`src/rtl/synapse_pkg.sv`:
```
// Shared types and sizing helpers for the synapse array.
package synapse_pkg;

    // Sequencer states:
    //   ST_IDLE  | waiting for a channel vector, in_ready_o high
    //   ST_ACCUM | walking the channels, one multiply-accumulate per edge
    //   ST_DONE  | result held on data_o until the consumer takes it
    typedef enum logic [1:0] {
        ST_IDLE  = 2'd0,
        ST_ACCUM = 2'd1,
        ST_DONE  = 2'd2
    } state_t;

    // Accumulator width that cannot overflow: full product width
    // (unsigned data widened by one sign bit) plus growth for N_CH terms.
    function automatic int acc_width(input int data_w, input int weight_w, input int n_ch);
        return data_w + weight_w + $clog2(n_ch) + 1;
    endfunction

endpackage

```
`src/rtl/synapse_mac.sv`:
```
// Single multiply-accumulate step: acc_next = acc + zero-extended data * signed weight.
module synapse_mac
    import synapse_pkg::*;
#(
    parameter int DATA_W   = 8,
    parameter int WEIGHT_W = 8,
    parameter int ACC_W    = acc_width(8, 8, 4)
) (
    input  logic signed [ACC_W-1:0]    acc,
    input  logic        [DATA_W-1:0]   data,
    input  logic signed [WEIGHT_W-1:0] weight,
    output logic signed [ACC_W-1:0]    acc_next
);

    localparam int PROD_W = DATA_W + WEIGHT_W + 1;

    logic signed [DATA_W:0]   data_s;
    logic signed [PROD_W-1:0] prod;

    // A leading zero bit makes the unsigned datum a non-negative signed operand.
    assign data_s   = signed'({1'b0, data});
    assign prod     = PROD_W'(data_s) * PROD_W'(weight);
    assign acc_next = acc + ACC_W'(prod);

endmodule

```
`src/rtl/synapse_array.sv`:
```
// Weighted-sum synapse: captures N_CH data/weight pairs, accumulates them one
// channel per clock through synapse_mac, then presents a shifted and reduced
// signed result with a valid/ready handshake.
// Optional build macro: SYNAPSE_ARRAY_SAT_EN selects saturating output
// reduction; without it the output wraps to the low OUT_W bits.
module synapse_array
    import synapse_pkg::*;
#(
    parameter int DATA_W   = 8,
    parameter int WEIGHT_W = 8,
    parameter int N_CH     = 4,
    parameter int OUT_W    = 8,
    parameter int SHIFT    = 0
) (
    input  logic                       clk_i,
    input  logic                       rst_ni,
    input  logic                       in_valid_i,
    output logic                       in_ready_o,
    input  logic [N_CH*DATA_W-1:0]     data_i,
    input  logic [N_CH*WEIGHT_W-1:0]   weight_i,
    output logic                       out_valid_o,
    input  logic                       out_ready_i,
    output logic signed [OUT_W-1:0]    data_o
);

    localparam int ACC_W = acc_width(DATA_W, WEIGHT_W, N_CH);
    localparam int IDX_W = (N_CH > 1) ? $clog2(N_CH) : 1;
    localparam logic [IDX_W-1:0] LAST_IDX = IDX_W'(N_CH - 1);

    state_t state;
    state_t state_next;

    logic [N_CH*DATA_W-1:0]   data_q;
    logic [N_CH*WEIGHT_W-1:0] weight_q;
    logic [IDX_W-1:0]         idx;

    logic signed [ACC_W-1:0]    acc;
    logic signed [ACC_W-1:0]    acc_next;
    logic signed [ACC_W-1:0]    acc_shift;
    logic        [DATA_W-1:0]   cur_data;
    logic signed [WEIGHT_W-1:0] cur_weight;
    logic signed [OUT_W-1:0]    reduced;

    logic accept;
    logic last_ch;

    // Ready is gated by reset so nothing is accepted on a reset edge.
    assign in_ready_o  = (state == ST_IDLE) && rst_ni;
    assign accept      = in_valid_i && in_ready_o;
    assign last_ch     = (idx == LAST_IDX);
    assign out_valid_o = (state == ST_DONE);

    // State register.
    always_ff @(posedge clk_i) begin
        if (!rst_ni) begin
            state <= ST_IDLE;
        end else begin
            state <= state_next;
        end
    end

    // Next-state decode: accept -> walk channels -> hold until consumed.
    always_comb begin
        state_next = state;
        case (state)
            ST_IDLE: begin
                if (accept) begin
                    state_next = ST_ACCUM;
                end
            end
            ST_ACCUM: begin
                if (last_ch) begin
                    state_next = ST_DONE;
                end
            end
            ST_DONE: begin
                if (out_ready_i) begin
                    state_next = ST_IDLE;
                end
            end
            default: begin
                state_next = ST_IDLE;
            end
        endcase
    end

    // Select the captured channel addressed by the current index.
    always_comb begin
        cur_data   = '0;
        cur_weight = '0;
        for (int k = 0; k < N_CH; k++) begin
            if (idx == IDX_W'(k)) begin
                cur_data   = data_q[k*DATA_W +: DATA_W];
                cur_weight = weight_q[k*WEIGHT_W +: WEIGHT_W];
            end
        end
    end

    synapse_mac #(
        .DATA_W   (DATA_W),
        .WEIGHT_W (WEIGHT_W),
        .ACC_W    (ACC_W)
    ) u_mac (
        .acc      (acc),
        .data     (cur_data),
        .weight   (cur_weight),
        .acc_next (acc_next)
    );

    // Output is formed from acc_next so the result lands on the same edge
    // that adds the final channel.
    assign acc_shift = acc_next >>> SHIFT;

`ifdef SYNAPSE_ARRAY_SAT_EN
    localparam logic signed [ACC_W-1:0] OUT_MAX = ACC_W'((longint'(1) <<< (OUT_W - 1)) - 1);
    localparam logic signed [ACC_W-1:0] OUT_MIN = ~OUT_MAX;

    // Clamp the shifted sum into the signed output range.
    always_comb begin
        if (acc_shift > OUT_MAX) begin
            reduced = OUT_MAX[OUT_W-1:0];
        end else if (acc_shift < OUT_MIN) begin
            reduced = OUT_MIN[OUT_W-1:0];
        end else begin
            reduced = acc_shift[OUT_W-1:0];
        end
    end
`else
    // Wrap: keep only the low OUT_W bits of the shifted sum.
    assign reduced = OUT_W'(acc_shift);
`endif

    // Capture registers, accumulator, channel index and registered result.
    always_ff @(posedge clk_i) begin
        if (!rst_ni) begin
            data_q   <= '0;
            weight_q <= '0;
            acc      <= '0;
            idx      <= '0;
            data_o   <= '0;
        end else begin
            if (accept) begin
                data_q   <= data_i;
                weight_q <= weight_i;
                acc      <= '0;
                idx      <= '0;
            end else if (state == ST_ACCUM) begin
                acc <= acc_next;
                if (last_ch) begin
                    idx    <= '0;
                    data_o <= reduced;
                end else begin
                    idx <= idx + 1'b1;
                end
            end
        end
    end

endmodule

```
`config.mk`:
```
export PLATFORM = sky130hd
export DESIGN_NAME = synapse_array
export DESIGN_NICKNAME = d
export VERILOG_FILES = /design/src/rtl/synapse_pkg.sv /design/src/rtl/synapse_mac.sv /design/src/rtl/synapse_array.sv
export SDC_FILE = /design/constraint.sdc
export NUM_CORES = 1
export LEC_CHECK = 0
export BUFFER_PORTS_ARGS = -buffer_cell sky130_fd_sc_hd__buf_4
export CORE_ASPECT_RATIO = 1.5
export CORE_MARGIN = 4
export CORE_UTILIZATION = 26
export DETAILED_ROUTE_END_ITERATION = 10
export PLACE_DENSITY = 0.49
export SYNTH_ARGS = -nofsm -noshare
export SYNTH_HDL_FRONTEND = slang
export SYNTH_SLANG_ARGS = --single-unit
```
`constraint.sdc`:
```
create_clock -name clk_i -period 15.7 [get_ports clk_i]
set_clock_uncertainty 0.05 [all_clocks]
set_input_delay 0.785 -clock clk_i [delete_from_list [all_inputs] [get_ports clk_i]]
set_output_delay 0.785 -clock clk_i [all_outputs]
set_load 0.03 [all_outputs]
```
# == Yosys cells after proc, flatten, opt, wreduce, memory -nomap -nowiden ==
# Index checks and enable logic that the tools add are counted.
# op_classes
n_eq_ne,8
n_reduce_logical,7
addsub,2
mul,1
bitwise_logic,2
mux,13
# op_table
op,count
8-bit 2-to-1 mux,8
19-bit by 17-bit adder with 19-bit output,1
9-bit by 8-bit multiplier with 17-bit output,1
2-bit 2-to-1 mux,4
"2-bit equality test, second input constant",3
2-bit one-hot mux with 3 select lines,1
3-bit AND reduction,2
"2-bit by 1-bit equality test with 1-bit output, second input constant",2
2-bit logical NOT,2
"2-bit != test, second input constant",2
"2-bit by 1-bit adder with 2-bit output, second input constant",1
1-bit logical AND,2
"2-bit by 1-bit != test with 1-bit output, second input constant",1
1-bit NOT,2
2-bit OR reduction,1
# totals
regBits,95
elab_cells,39
out_inout_bits,10

# == Depth between registers and ports, before layout ==
# Gate-level depths: netlist of the first run.
# logic_depth
word_depth,7
mapped_depth,24
depth_no_buf,23

# == Cells and area by module ==
# Synthesis of the first run repeated with hierarchy kept, for this count alone.
# unflattened
hier_cells,851
hier_area_um2,6922.9
# modules_own_cells
mod,n_inst,seq_area_each_um2,area_per_inst_um2,cells_each
synapse_array,1,1901.8,3975.1,514
synapse_mac,1,0.0,2947.8,337

# == Worst setup path before layout of the first run ==
# Ideal clock, no wire load.
# synth_timing
kind,reg2reg
startpoint,reg idx[0]
endpoint,reg acc[7]
path_slack_ns,10.280
setup_time_ns,0.079
path_buffers,2
t_arrival_ns,5.291
path_stages_with_launch,24
synth_period_minus_slack_ns,5.420
cell_sequence,dfxtp_1 -> inv_1 -> ha_1 -> buf_2 -> buf_2 -> a21oi_1 -> a2bb2oi_1 -> mux2_2 -> nor2b_1 -> fa_1 -> inv_1 -> fa_1 -> inv_1 -> ha_1 -> fa_1 -> ha_1 -> ha_1 -> a21o_1 -> a21oi_1 -> xnor2_1 -> xnor2_1 -> xnor2_1 -> xnor3_1 -> a211oi_2
# synth_via
elab_chain_len,7
elab_cells_between_ends,14
classes_between,add/sub: 1; mul: 1; eq/ne: 3; mux: 8; reduce/logical: 1
# synth_lines
element,line,source
"start, declared",synapse_array.sv:35,logic [IDX_W-1:0] idx;
"start signal, assigned",synapse_array.sv:153,idx <= idx + 1'b1;
2-bit logical NOT,synapse_array.sv:92,if (idx == IDX_W'(k)) begin
8-bit 2-to-1 mux (4 in series),synapse_array.sv:92,
9-bit by 8-bit multiplier with 17-bit output (*),synapse_mac.sv:22,assign prod = PROD_W'(data_s) * PROD_W'(weight);
19-bit by 17-bit adder with 19-bit output (*),synapse_mac.sv:23,assign acc_next = acc + ACC_W'(prod);
"end signal, assigned",synapse_array.sv:148,acc <= acc_next;
"end, declared",synapse_array.sv:37,logic signed [ACC_W-1:0] acc;
# Every way passes the cells marked *; elsewhere a longest branch is shown, timed or not.
# A chain may end at the register's enable or synchronous reset.

# == Final worst setup path of the first run ==
# Ends and elaborated chain as after synthesis.

==> summary.md, run 1 <==
| Metric | Value |
|---|---|
| Avg Cell Area, Syn | `7.964 sq um` |
| Synthesis Warnings | `0` |
| Fin Setup TNS | `0 ns` |
| Mapped Cells | `586` |
| Fin. max-slew vios | `0` |
| Status | `complete, no violations` |
| Post-synth EDFFs | `0` |
| Routed wire length | `13060 microns` |
| Die Area | `0.02020 sq mm` |
| Int Power | `410.6 uW` |
| Average wire per standard cell | `15.26 microns` |
| Row count | `59` |
| Tmin final | `6.157 ns` |
| Least-Margin Pin Slew | `0.9665 ns` |
| Pre-Repair DR Iteration Count | `4` |
| Pwr Density | `98.04 mW/mm^2` |
| IO Count | `78` |
| Post-route ant nets | `0` |
| First-pass GRT wire length | `20770 microns` |
| Psw | `145.4 uW` |
| Share of post-route cells with drive strength above 1 | `16.33%` |
| Cts bufs inserted | `9` |
| HP Start | `data_q[5]` |
| Syn nets | `696` |
| Switching Share | `26.15%` |
| HPWL after DPL | `10410 microns` |
| CTS max path bufs | `2` |
| Slew headroom | `35.57%` |
| Logic pwr share | `16.5%` |
| Hold_ws | `0.4058 ns` |
| Asr flop ratio synth | `0%` |
| Clock Root Buffer | `clkbuf_16` |
| CP max FO | `20` |
| RSZ-0062 raised after global routing | `false` |
| R2R Path Start | `idx[0]` |
| Initial Util | `26.68%` |
| First DRT Iteration DRCs | `162` |
| Period utilisation layout | `39.22%` |
| GR Overflow Total | `0` |
| RePlAce Congestion | `0.8836` |
| Via density | `4.589` |
| Hold Fails Final Rpt | `0` |
| Worst hold path stage count | `2` |
| Worst vdd ir | `0.04663 mV` |
| Clock sinks | `84` |
| Clock Latency Late Sink | `0.34 ns` |
| Vias in the first global route | `4029` |
| R2R setup slack | `9.54 ns` |
| H-tree depth | `3` |
| Top FF cell, synth | `dfxtp_1` |
| Initial antenna violation count | `0` |
| N_diodes | `0` |
| CTS clock-pin slew for the worst setup and hold paths | `0.06 ns` |
| WP data required | `15.91 ns` |
| Flops & latches, synth | `84` |
| Post-Syn Area | `0.004667 sq mm` |
| Commonest non-fill, non-tap cells in the layout | `nand2_1 (181), dfxtp_1 (84), buf_4 (78)` |
| Final setup viols | `0` |
| Startpoint Class | `flop` |
| Post-CTS setup buffer count | `0` |
| Maxcap violations | `0` |
| Maximum clock frequency | `162.4 MHz` |
| Total GRT Usage | `13.14%` |
| Sequential area share after synthesis | `36.03%` |
| Worst path arrival time | `6.36 ns` |
| Worst hold path type | `reg -> reg` |
| R2r worst-path depth | `21` |
| Chip height | `172.1 microns` |
| Port-buffer cells | `77` |
| Clk network pwr share | `40.8%` |
| CTS tree | `built` |
| Die Wd | `117.4 microns` |
| Post-CTS Hold Buffers | `0` |
| Setup CP Type | `reg -> reg` |
| Leakage dissipation | `0.002379 uW` |
| FF-to-FF End | `acc[7]` |
| Drc violations | `0` |
| CP endpoint kind | `flop` |
| Most common cell after layout, fill and taps aside | `nand2_1` |
| Register share of total power | `42.7%` |
| Post-CTS Resized | `0` |
| Largest net degree at the start of global routing | `119` |
| Core area | `0.01750 sq mm` |
| Via count | `3928` |
| WHS Endpoint | `data_q[5]` |
| Cell variety after synth | `41` |
| Nets | `748` |
| Syn-to-layout area delta | `21.53%` |
[registers in the layout, summed over array words and instances, names as in the netlist]
signal    flops
data_q       32
data_o        8
weight_q     32
idx           2
state         2
acc           8
[how the worst max path moves through the flow]
stage | startpoint | end | slack, ns
finish | idx[0] | acc[7] | 9.54
global route | idx[0] | acc[7] | 9.10
CTS | idx[0] | acc[7] | 9.53
detailed placement | idx[0] | acc[7] | 9.54
global placement | idx[0] | acc[7] | 9.75
floorplan | idx[0] | acc[7] | 10.28
[cells by family (layout without fill, tap and decap cells)]
group	count (synthesis)	after routing	synth area share [%]
adders and majority gates	42	42	14.16
muxes	3	3	0.6970
buffers and inverters	78	135	6.890
xor gates and xnor gates	16	16	3.887
AOI/OAI and AO/OA	137	137	18.45
and+or+nand+nor	226	226	19.89
DFF	84	84	36.03
[critical path, cell delays in order (launching register included)]
cell,delay [ns]
dfxtp_1,0.36
inv_1,0.10
ha_1,0.58
inv_1,0.39
a2bb2oi_1,0.24
mux2_2,0.30
nor2b_1,0.16
fa_1,0.51
inv_1,0.05
fa_1,0.50
inv_1,0.04
ha_1,0.29
fa_1,0.49
ha_1,0.33
ha_1,0.29
a21o_1,0.15
a21oi_1,0.16
xnor2_1,0.15
xnor2_1,0.16
xnor2_1,0.16
xnor3_1,0.38
a211oi_2,0.23
[through the flow]
stage / cells / worst slack [ns] / total power [uW] / cell area [sq um] / util, %
finish: 856 / 9.543 / 556.1 / 5672 / 32.42
global route: 856 / 9.102 / 583.6 / 5672 / 32.42
CTS: 856 / 9.531 / 562.1 / 5672 / 32.42
detailed placement: 840 / 9.542 / 334.7 / 5354 / 30.60
global placement: 840 / 9.749 / 333.0 / 5354 / 30.60
floorplan: 586 / 10.28 / 299.6 / 4667 / -
[cells in the mapped netlist, types with 5 or more instances]
cell type,number,area (sq um)
a21o_1,8,60.06
fa_1,18,360.4
o21ai_0,69,345.3
ha_1,24,300.3
inv_1,40,150.1
a21oi_1,21,105.1
clkbuf_1,28,105.1
nand2_1,181,679.4
a221oi_1,5,43.79
dfxtp_1,84,1682
o21a_1,6,45.04
nor2b_1,7,43.79
xnor2_1,13,113.9
a21boi_0,6,45.04
buf_2,5,25.02
nor2_1,18,67.56
[layout make-up]
class	count	area, sq um
multi-input cells	424	2666
flip-flops and latches	84	1682
well taps	213	266.5
clock inverters	5	75.07
repair buffers	78	585.6
inverters	41	153.9
fillers	1843	11820
clock buffers	11	242.7
[per-layer routing]
metal  track usage [%]  part of all wire [%]
met5                 0                     0
met2             26.74                    58
met1             13.55                    39
met3             1.603                   1.6
met4             5.309                   1.9
[power groups by stage]
stage | clock (uW) | combinational, uW | sequential (uW)
after floorplan | 0 | 62.7 | 237
after global placement | 0 | 90.6 | 242
after detailed placement | 0 | 92.3 | 242
after CTS | 231 | 92.9 | 238
after global routing | 241 | 104 | 239
final | 227 | 91.5 | 237
Note: power is estimated with default switching activity, not from simulation.
==> inputs of run 2 (changes only) <==
PLACE_DENSITY = 0.51   (was 0.49)
clock period = 5.4 ns   (was 15.7 ns; I/O delays follow)
==> summary.md, run 2 (synthesized netlist as in run 1, its figures left out) <==
| Metric | Value |
|---|---|
| Largest net degree at the start of global routing | `123` |
| Worst path bufs/invs | `5` |
| Maximum clock frequency | `192.4 MHz` |
| CTS tree | `built` |
| Pre-Repair DR Iteration Count | `5` |
| Share of post-route cells with drive strength above 1 | `26.32%` |
| Fin. max-slew vios | `0` |
| Largest regs | `data_q x32, weight_q x32` |
| Worst vdd ir | `0.1720 mV` |
| Register share of total power | `40.6%` |
| CTS max path bufs | `2` |
| Clk network pwr share | `39.9%` |
| Nets | `790` |
| GR Overflow Total | `0` |
| Leakage dissipation | `0.002597 uW` |
| HPWL after DPL | `10330 microns` |
| Most common cell after layout, fill and taps aside | `nand2_1` |
| CP max-delay cell | `fa_1` |
| Int Power | `1249 uW` |
| Row count | `59` |
| Slew headroom | `33.90%` |
| Worst hold path type | `in -> reg` |
| First-pass GRT wire length | `21250 microns` |
| Maxcap violations | `0` |
| Syn-to-layout area delta | `32.68%` |
| Status | `complete, no violations` |
| Vias in the first global route | `4326` |
| Psw | `446.2 uW` |
| Port-buffer cells | `77` |
| Logic pwr share | `19.5%` |
| Least-Margin Pin Slew | `0.9915 ns` |
| Crit path max-delay family | `adder cells` |
| Clock sinks | `84` |
| Clock Root Buffer | `clkbuf_16` |
| Routed wire length | `13280 microns` |
| Post-route ant nets | `0` |
| Average wire per standard cell | `14.80 microns` |
| Die Wd | `117.4 microns` |
| CP endpoint kind | `flop` |
| Total power | `1695 uW` |
| Drc violations | `0` |
| Startpoint Class | `flop` |
| Fin Setup TNS | `0 ns` |
| Critical path cell sequence | `inv_2 -> ha_4 -> inv_2 -> buf_4 -> a2bb2oi_2 -> mux2_2 -> nor2b_2 -> fa_1 -> inv_1 -> fa_1 -> inv_1 -> ha_1 -> fa_1 -> ha_4 -> ha_1 -> a21o_1 -> a21oi_2 -> xnor2_1 -> xnor2_1 -> xnor2_1 -> xnor3_1 -> a211oi_2` |
| Via density | `4.552` |
| Die Area | `0.02020 sq mm` |
| Chip height | `172.1 microns` |
| Via count | `4083` |
| CTS clock-pin slew for the worst setup and hold paths | `0.07 ns` |
| Hold_ws | `0.07652 ns` |
| N_diodes | `0` |
| CP max FO | `5` |
| Initial antenna violation count | `0` |
| Clock Latency Late Sink | `0.34 ns` |
| RePlAce Congestion | `0.8344` |
| WP data required | `5.60 ns` |
| Setup CP Type | `reg -> reg` |
| Final setup viols | `0` |
| Initial Util | `26.68%` |
| Worst path arrival time | `5.40 ns` |
| Period utilisation layout | `96.23%` |
| Pwr Density | `273.8 mW/mm^2` |
| IO Count | `78` |
| H-tree depth | `3` |
| Switching Share | `26.32%` |
| Tmin final | `5.196 ns` |
| Hold Fails Final Rpt | `0` |
| Total GRT Usage | `13.14%` |
| Core area | `0.01750 sq mm` |
| First DRT Iteration DRCs | `178` |
| Cts bufs inserted | `9` |
| Commonest non-fill, non-tap cells in the layout | `nand2_1 (180), buf_4 (117), dfxtp_1 (82)` |
| Slowest Stage Delay on Critical Path | `0.53 ns` |
-- run 2: cell count changes in the layout (fill, tap and decap cells not counted), moves of 3 or more --
cell,delta
a221oi_1,-3
inv_1,-4
ha_1,-8
ha_4,+6
a21oi_2,+3
inv_2,+3
a21oi_1,-4
buf_6,+3
a221oi_2,+3
buf_4,+39
-- run 2: what timing repair did --
item	in CTS	in global routing
hold buffers	0	0
setup buffers	1	8
resized for setup	10	36
endpoints found under the setup margin	2	2
pin swaps	4	16
-- run 2: layer usage --
metal / wire length [microns] / track usage [%] / share of wire (%) / up-vias
met5: 0 / 0 / 0 / -
met1: 5127 / 13.95 / 39 / 1901
li1: - / - / - / 2097
met4: 374 / 5.921 / 2.8 / 0
met3: 296 / 1.931 / 2.2 / 19
met2: 7482 / 25.70 / 56 / 66
-- run 2: final timing paths --
check | cells past startpoint | startpoint | endpoint | slack, ns
setup / recovery | 22 | idx[0] | acc[7] | 0.20
hold / removal | 3 | data_i[18] | data_q[18] | 0.08
setup reg to reg | 22 | idx[0] | acc[7] | 0.20
hold reg to reg | 2 | data_q[5] | data_q[5] | 0.41
-- run 2: layout make-up --
cell class | count | area [sq um]
Sequential cell | 84 | 1689
Clock buffer | 11 | 252.7
Inverter | 41 | 156.4
Clock inverter | 4 | 72.57
Timing Repair Buffer | 120 | 912.1
Tap cell | 213 | 266.5
Multi-Input combinational cell | 424 | 2843
Fill cell | 1782 | 11300
-- run 2: power groups by stage --
stage                     Sequential (uW)  Clock [uW]  Combinational (uW)
after floorplan                       689           0                 181
after global placement                701           0                 297
after detailed placement              701           0                 300
after CTS                             688         695                 306
after global routing                  692         718                 369
final                                 688         677                 331
-- run 2: tightest hold or removal path: cells and delay by family --
| kind | cells | cell delay [ns] |
|---|---|---|
| and+or+nand+nor | 1 | 0.03 |
| buffers and inverters | 1 | 0.07 |
| AOI/OAI and AO/OA | 1 | 0.05 |
-- run 2: per-stage QoR --
| stage | instance area (sq um) | util [%] | std cells | setup slack, ns |
|---|---|---|---|---|
| after floorplan | 4667 | - | 586 | 0.09559 |
| after global placement | 5602 | 32.02 | 873 | -0.03945 |
| after detailed placement | 5602 | 32.02 | 873 | -0.07795 |
| after CTS | 5964 | 34.09 | 889 | 0.001229 |
| after global routing | 6192 | 35.39 | 897 | -0.02149 |
| final | 6192 | 35.39 | 897 | 0.2038 |
==> inputs of run 3 (changes only) <==
PLACE_DENSITY = default   (was 0.51)
==> summary.md, run 3 (synthesized netlist as in run 1, its figures left out) <==
| Metric | Value |
|---|---|
| First DRT Iteration DRCs | `135` |
| Post-route ant nets | `0` |
| Grt met2 use | `24.47%` |
| Period utilisation layout | `96.26%` |
| HPWL after DPL | `9892 microns` |
| Critical path cell sequence | `inv_2 -> ha_4 -> buf_6 -> a221o_1 -> a22oi_2 -> buf_6 -> nor2b_2 -> fa_1 -> inv_1 -> fa_1 -> inv_1 -> ha_1 -> fa_1 -> ha_4 -> ha_1 -> a21o_1 -> a21oi_2 -> xnor2_1 -> xnor2_1 -> xnor2_1 -> xnor3_1 -> a211oi_2` |
| Register share of total power | `40.0%` |
| Tmin final | `5.198 ns` |
| Pre-Repair DR Iteration Count | `4` |
| Maximum clock frequency | `192.4 MHz` |
| Via density | `4.550` |
| Startpoint Class | `flop` |
| IO Count | `78` |
| Met3 Resource Use GR | `1.636%` |
| Worst hold path type | `in -> reg` |
| Most common cell after layout, fill and taps aside | `nand2_1` |
| Syn-to-layout area delta | `31.02%` |
| Nets | `779` |
| Fin. max-slew vios | `0` |
| Share of post-route cells with drive strength above 1 | `24.48%` |
| WP data required | `5.61 ns` |
| Clock Root Buffer | `clkbuf_16` |
| CTS tree | `built` |
| Hold_ws | `0.07287 ns` |
| CP endpoint kind | `flop` |
| Total GRT Usage | `12.61%` |
| Clock Latency Late Sink | `0.34 ns` |
| CP max-delay cell | `fa_1` |
| First-pass GRT wire length | `20330 microns` |
| Logic pwr share | `18.5%` |
| RePlAce Congestion | `0.8677` |
| R2R setup slack | `0.20 ns` |
| Via count | `4036` |
| Die Wd | `117.4 microns` |
| Initial antenna violation count | `0` |
| Clock sinks | `84` |
| Slowest Stage Delay on Critical Path | `0.53 ns` |
| Clk network pwr share | `41.5%` |
| Psw | `438.8 uW` |
| N_diodes | `0` |
| Post-CTS Hold Buffers | `0` |
| Vias in the first global route | `4140` |
| Grt met1 use | `13.34%` |
| Worst vdd ir | `0.1849 mV` |
| Port-buffer cells | `77` |
| Pwr Density | `281.6 mW/mm^2` |
| CTS clock-pin slew for the worst setup and hold paths | `0.06 ns` |
| Maxcap violations | `0` |
| Hold Fails Final Rpt | `0` |
| Largest net degree at the start of global routing | `102` |
| Average wire per standard cell | `14.24 microns` |
| Fin Setup TNS | `0 ns` |
| Switching Share | `25.48%` |
| Core area | `0.01750 sq mm` |
| CTS max path bufs | `2` |
| Commonest non-fill, non-tap cells in the layout | `nand2_1 (180), buf_4 (105), dfxtp_1 (82)` |
| Leakage dissipation | `0.002558 uW` |
| Largest regs | `data_q x32, weight_q x32` |
| Least-Margin Pin Slew | `0.8751 ns` |
| GR peak layer | `met2` |
| Slew headroom | `41.54%` |
| Routed wire length | `12630 microns` |
| Initial Util | `26.68%` |
| Drc violations | `0` |
| CP max FO | `12` |
| Die Area | `0.02020 sq mm` |
| Int Power | `1283 uW` |
| Cts bufs inserted | `9` |
| H-tree depth | `3` |
| GR Overflow Total | `0` |
| Final setup viols | `0` |
| Row count | `59` |
| Chip height | `172.1 microns` |
| Status | `complete, no violations` |
| Worst path arrival time | `5.41 ns` |
| Setup CP Type | `reg -> reg` |
==> run 3: layout make-up <==
| class | count | area (sq um) |
|---|---|---|
| inverters | 41 | 156.4 |
| flip-flops and latches | 84 | 1687 |
| multi-input cells | 424 | 2821 |
| repair buffers | 109 | 833.3 |
| fillers | 1789 | 11380 |
| clock inverters | 5 | 107.6 |
| clock buffers | 11 | 242.7 |
| well taps | 213 | 266.5 |
==> run 3: worst paths after layout <==
path,end,startpoint,depth (start not counted)
setup reg to reg,acc[7],idx[1],22
hold / removal,data_q[10],data_i[10],3
hold reg to reg,acc[1],acc[1],2
setup / recovery,acc[7],idx[1],22
==> run 3: through the flow <==
| stage | power [uW] | worst slack, ns | instances | util [%] | cell area, sq um |
|---|---|---|---|---|---|
| floorplan | 869.6 | 0.09559 | 586 | - | 4667 |
| global placement | 988.5 | -0.07877 | 868 | 31.80 | 5564 |
| detailed placement | 991.2 | -0.1295 | 868 | 31.80 | 5564 |
| CTS | 1719 | 0.008894 | 885 | 34.27 | 5996 |
| global route | 1805 | -0.03321 | 887 | 34.95 | 6115 |
| finish | 1722 | 0.2018 | 887 | 34.95 | 6115 |
==> run 3: repair_timing <==
| action | in CTS | in global routing |
|---|---|---|
| cloned | 0 | 0 |
| gates resized for setup | 18 | 23 |
| setup endpoints to repair | 2 | 2 |
| buffers inserted | 1 | 2 |
| pin swaps | 6 | 16 |
| hold endpoints to repair | 0 | 0 |
==> run 3: worst max-delay path: cells and delay by family, from the launching register on <==
| family | cells | cell delay, ns |
|---|---|---|
| xor+xnor | 4 | 0.75 |
| flops | 1 | 0.33 |
| compound gates | 5 | 0.99 |
| fa+ha+maj | 7 | 2.49 |
| simple gates | 1 | 0.05 |
| buf+inv | 5 | 0.45 |
==> run 3: power groups by stage <==
stage | logic (uW) | registers [uW] | clock network (uW)
2_1_floorplan | 181 | 689 | 0
3_3_place_gp | 287 | 701 | 0
3_5_place_dp | 291 | 701 | 0
4_1_cts | 301 | 688 | 730
5_1_grt | 358 | 692 | 754
6_report | 319 | 688 | 715
==> run 3: layer usage <==
metal / wire length [microns] / vias up
li1: - / 2079
met1: 4909 / 1866
met2: 6996 / 65
met3: 268 / 26
met4: 457 / 0
met5: 0 / -
